===== config.mk =====
export PLATFORM = sky130hd
export DESIGN_NAME = press_detect_n
export DESIGN_NICKNAME = d
export VERILOG_FILES = /design/src/rtl/press_detect_n.sv
export SDC_FILE = /design/constraint.sdc
export NUM_CORES = 1
export LEC_CHECK = 0
export CAP_MARGIN = 5
export CORE_AREA = 2 2 62 123
export CTS_BUF_LIST = sky130_fd_sc_hd__clkbuf_4 sky130_fd_sc_hd__clkbuf_8
export DETAILED_ROUTE_END_ITERATION = 16
export DIE_AREA = 0 0 64 125
export DONT_BUFFER_PORTS = 1
export HOLD_SLACK_MARGIN = 0.02
export PLACE_DENSITY_LB_ADDON = 0.2
export RECOVER_POWER = 50
export SETUP_SLACK_MARGIN = 0.4
export SLEW_MARGIN = 20
export SYNTH_ARGS = -nofsm -noshare
export SYNTH_HDL_FRONTEND = slang
export SYNTH_SLANG_ARGS = --single-unit

===== constraint.sdc =====
create_clock -name Clock -period 4.85 [get_ports Clock]
set_input_delay 1.2125 -clock Clock [delete_from_list [all_inputs] [get_ports Clock]]
set_output_delay 1.2125 -clock Clock [all_outputs]
set_load 0.1 [all_outputs]

===== src/rtl/press_detect_n.sv =====
// press_detect_n
//   Multi-channel push-button front end. Each raw button level passes through
//   a two-flop synchronizer and a debounce filter. An accepted level change
//   (a "flip") that matches the edge selected by mode produces a one-cycle
//   pulse and bumps a saturating per-channel event counter.
//
// Parameters
//   CHANNELS  number of independent button channels
//   DEBOUNCE  consecutive stable synchronized cycles required to accept a change
//   CNT_W     width of each per-channel event counter
//
// Ports
//   Clock    in   1               rising-edge clock
//   Reset    in   1               synchronous, active-high reset
//   pressed  in   CHANNELS        raw asynchronous button levels, 1 = pressed
//   stop     in   1               drop event pulses and counting while high
//   mode     in   2               00 rising, 01 falling, 10 both, 11 rising
//   clear    in   1               synchronous clear of all event counters
//   level    out  CHANNELS        debounced button level
//   pull     out  CHANNELS        one-cycle event pulse
//   count    out  CHANNELS*CNT_W  event counts, channel i at [i*CNT_W +: CNT_W]
module press_detect_n #(
  parameter int CHANNELS = 4,
  parameter int DEBOUNCE = 3,
  parameter int CNT_W    = 8
) (
  input  logic                      Clock,
  input  logic                      Reset,
  input  logic [CHANNELS-1:0]       pressed,
  input  logic                      stop,
  input  logic [1:0]                mode,
  input  logic                      clear,
  output logic [CHANNELS-1:0]       level,
  output logic [CHANNELS-1:0]       pull,
  output logic [CHANNELS*CNT_W-1:0] count
);

  // Debounce counter width: clog2(DEBOUNCE), never narrower than one bit.
  localparam int               DBW     = (DEBOUNCE > 1) ? $clog2(DEBOUNCE) : 1;
  localparam logic [DBW-1:0]   DB_MAX  = DBW'(DEBOUNCE - 1);
  localparam logic [CNT_W-1:0] CNT_MAX = {CNT_W{1'b1}};

  logic [CHANNELS-1:0] sync1_q;
  logic [CHANNELS-1:0] sync2_q;
  logic [DBW-1:0]      db_cnt_q [CHANNELS];
  logic [DBW-1:0]      db_cnt_d [CHANNELS];
  logic [CHANNELS-1:0] level_q;
  logic [CHANNELS-1:0] level_d;
  logic [CHANNELS-1:0] pull_q;
  logic [CHANNELS-1:0] pull_d;
  logic [CNT_W-1:0]    count_q  [CHANNELS];
  logic [CNT_W-1:0]    count_d  [CHANNELS];
  logic [CHANNELS-1:0] flip_s;
  logic [CHANNELS-1:0] qual_s;

  // Debounce filter, edge qualification and event counting for every channel.
  always_comb begin
    db_cnt_d = db_cnt_q;
    level_d  = level_q;
    count_d  = count_q;
    pull_d   = '0;
    flip_s   = '0;
    qual_s   = '0;
    for (int i = 0; i < CHANNELS; i++) begin
      // The counter tracks how long the synchronized input has disagreed
      // with the accepted level; any agreement restarts it.
      if (sync2_q[i] == level_q[i]) begin
        db_cnt_d[i] = '0;
      end else if (db_cnt_q[i] == DB_MAX) begin
        flip_s[i]   = 1'b1;
        level_d[i]  = sync2_q[i];
        db_cnt_d[i] = '0;
      end else begin
        db_cnt_d[i] = db_cnt_q[i] + DBW'(1);
      end

      // The new level (sync2) gives the flip direction: 1 = rising.
      case (mode)
        2'b01:   qual_s[i] = flip_s[i] & ~sync2_q[i];
        2'b10:   qual_s[i] = flip_s[i];
        default: qual_s[i] = flip_s[i] & sync2_q[i];
      endcase

      // Events seen while stop is high are discarded, not deferred.
      pull_d[i] = qual_s[i] & ~stop;

      // clear wins over a coincident increment; the pulse itself is unaffected.
      if (clear) begin
        count_d[i] = '0;
      end else if (pull_d[i] && (count_q[i] != CNT_MAX)) begin
        count_d[i] = count_q[i] + CNT_W'(1);
      end else begin
        count_d[i] = count_q[i];
      end
    end
  end

  // State registers: synchronizers, debounce counters, level, pulse, counts.
  always_ff @(posedge Clock) begin
    if (Reset) begin
      sync1_q <= '0;
      sync2_q <= '0;
      level_q <= '0;
      pull_q  <= '0;
      for (int i = 0; i < CHANNELS; i++) begin
        db_cnt_q[i] <= '0;
        count_q[i]  <= '0;
      end
    end else begin
      sync1_q  <= pressed;
      sync2_q  <= sync1_q;
      level_q  <= level_d;
      pull_q   <= pull_d;
      db_cnt_q <= db_cnt_d;
      count_q  <= count_d;
    end
  end

  assign level = level_q;
  assign pull  = pull_q;

  for (genvar g = 0; g < CHANNELS; g++) begin : g_count
    assign count[g*CNT_W +: CNT_W] = count_q[g];
  end

endmodule


==> summary.md <==
| Metric | Value |
|---|---|
| Vias per cell | 5.177 |
| Core ar. | between 7000 and 8000 um2 |
| Post-CTS setup buffers | 0 |
| Vias in the first global route | 1838 |
| Period utilisation layout | 53.96% |
| Io pins | 50 |
| Synth-to-Final Area Change | 7.202% |
| Average size of a mapped cell | 8.845 um2 |
| Outcome | complete, no violations |
| Synth Warn # | 0 |
| HPWL after DPL | 3731 um |
| Synth Cell Area | 2432 um2 |
| Final setup TNS | 0 ns |
| Core Util, Final | 36.72% |
| Initial Util | 34.25% |
| Yosys cell types | 39 |
| Leakage dissipation | approximately 0.9 nW |
| Clock-pin slew on the worst setup and hold paths | 0.09 ns |
| Peak Freq | 0.3821 GHz |
| Number of max-cap violations | 0 |
| Critical path type | reg2out |
| Die Area | around 8000 um2 |
| EDFF count, synth | 0 |
| Initial antenna violation count | 0 |
| Clk_lat worst skew | just over 0.3 ns |
| WL final | 5111 um |
| Vias | 1900 |
| Die Height | 125 um |
| Fin crit period | 2.617 ns |
| Max transition margin | between 20% and 30% |
| Async SR Flop Fraction | 0% |
| Drt first pass iters | 4 |
| Commonest register cell after synthesis | dfxtp_1 |
| RSZ-0062 raised after global routing | no |
| Ant diodes | 0 |
| Share of layout cells above drive strength 1 | under 10% |
| Post_cts resized | 0 |
| Grt ovf | 0 |
| Seq cells post-synth | 56 |
| Yosys top cell area share | 46.09% |
| Synth top cells by count | dfxtp_1 (56), nor2_1 (37), nand2_1 (22), nor2b_1 (18) |
| Post-route ant nets | 0 |
| Place WS | ~2.1 ns |
| CTS Hold Bufs | 0 |
| Clock skew | roughly 0.011 ns |
| Final Max Slew Viols | 0 |
| Seq/Total Area, Yosys | 46.09% |
| Largest net degree at the start of global routing | 27 |
| Cell taking the most area after synthesis | dfxtp_1 |
| VDD IR max | 0.2304 mV |
| Overall Global Routing Usage | a little over an eighth |
| Nets | 292 |
| Cells after synthesis | 275 |
| CP endpoint kind | primary output |
| Syn_nets | 293 |
| H-tree Lvls | 2 |
| Worst min path class | reg2reg |
| Gpl congestion | 0.7395 |
| Root buf cell | clkbuf_8 |
| Power per cell area | 289.6 nW/um2 |
| Tot Pwr | 0.7551 mW |
| CP required | approximately 3.6 ns |
| Final setup vio count | 0 |
| DRC viols | 0 |
| First-pass GRT wire length | 8694 um |
| # port buffers | 0 |
| Post-route setup slack | 2.233 ns |
| Worst path arrival time | 1.40 ns |
| Most numerous cell in the Yosys netlist | dfxtp_1 |
| Hold Vio Cnt, Final | 0 |
| DR iter-0 viols | around 100 |
| Max Buffers Root-to-Sink | 2 |
| CTS tree | built |
| Die width | roughly 64 um |
| Max FO, Critical Path | 7 |
| Worst-margin pin slew | 1.152 ns |
| DR WL/cell | 13.93 um |
| Synth area leaders | dfxtp_1 (46%), nor2_1 (5.7%), nor2b_1 (4.6%), ha_1 (4.1%), mux2i_1 (4.1%) |
| Clock Sinks | 56 |
| Startpoint type of the worst setup path | flip-flop |
| FP Rows | 44 |
| Total CTS buffers | 5 |
==> cell usage in the layout (no fill, tap or decap), types with 3 or more instances in the layout <==
cell type,synthesis,layout
a211oi_1,4,4
nand2_1,22,22
and4_1,4,4
xnor2_1,3,3
nor4_1,4,4
clkbuf_8,0,6
ha_1,8,8
mux2i_1,10,10
o21ai_0,13,13
nor2b_1,18,18
inv_1,9,9
nor3_1,5,5
a31oi_1,5,5
o21a_1,3,3
dfxtp_1,56,56
nand4_1,3,3
and3_1,3,3
nor2_1,37,37
or3_1,10,10
nand3_1,13,13
a21oi_1,11,11
xor2_1,5,5
==> through the flow <==
| step | hold WS (ns) | area (um2) | std cells |
|---|---|---|---|
| 2_1_floorplan | 0.3925 | 2432 | 275 |
| 3_3_place_gp | 0.3996 | 2510 | 359 |
| 3_5_place_dp | 0.4053 | 2510 | 359 |
| 4_1_cts | 0.4196 | 2608 | 367 |
| 5_1_grt | 0.4379 | 2608 | 367 |
| 6_report | 0.4123 | 2608 | 367 |
==> layer usage <==
metal | wire length (um) | global-route usage, %
met5 | 0 | 0
met4 | 112 | 6.522
met3 | 405 | 4.856
met2 | 2548 | 23.35
met1 | 2043 | 14.71
==> path summary, 6_finish.rpt <==
path / slack, ns / depth (start not counted) / start / end
worst min register to register: 0.41 / 1 / db_cnt_q[0] / db_cnt_q[0]
worst min-delay path: 0.41 / 1 / db_cnt_q[0] / db_cnt_q[0]
worst max register to register: 2.29 / 5 / level[3] / count[31]
worst max-delay path: 2.23 / 0 / count[3] / count[3]
==> layout make-up <==
| type | instances | area, um2 |
|---|---|---|
| Multi-Input combinational cell | 202 | 1240 |
| Sequential cell | 56 | 1121 |
| Tap cell | 92 | 115.1 |
| Inverter | 9 | 33.78 |
| Fill cell | 759 | 4494 |
| Clock buffer | 8 | 97.59 |
==> power by group <==
group	internal, mW	switching (mW)
Sequential	0.464	0.00195
Clock	0.128	0.143
Combinational	0.00668	0.0118
==> kinds of logic after synthesis <==
family | Yosys count | synth area share [%]
adder cells (fa/ha/maj) | 8 | 4.115
AO/OA/AOI/OAI | 48 | 12.60
flip-flops | 56 | 46.09
AND/OR/NAND/NOR | 127 | 26.59
XOR/XNOR | 9 | 3.550
buffers and inverters | 17 | 2.932
multiplexers | 10 | 4.115
==> sequential cells by signal, indices dropped and copies added (netlist names) <==
register / count
sync1_q: 4
pull: 4
sync2_q: 4
count: 32
db_cnt_q: 8
level: 4
(Power assumes the default switching activity.)
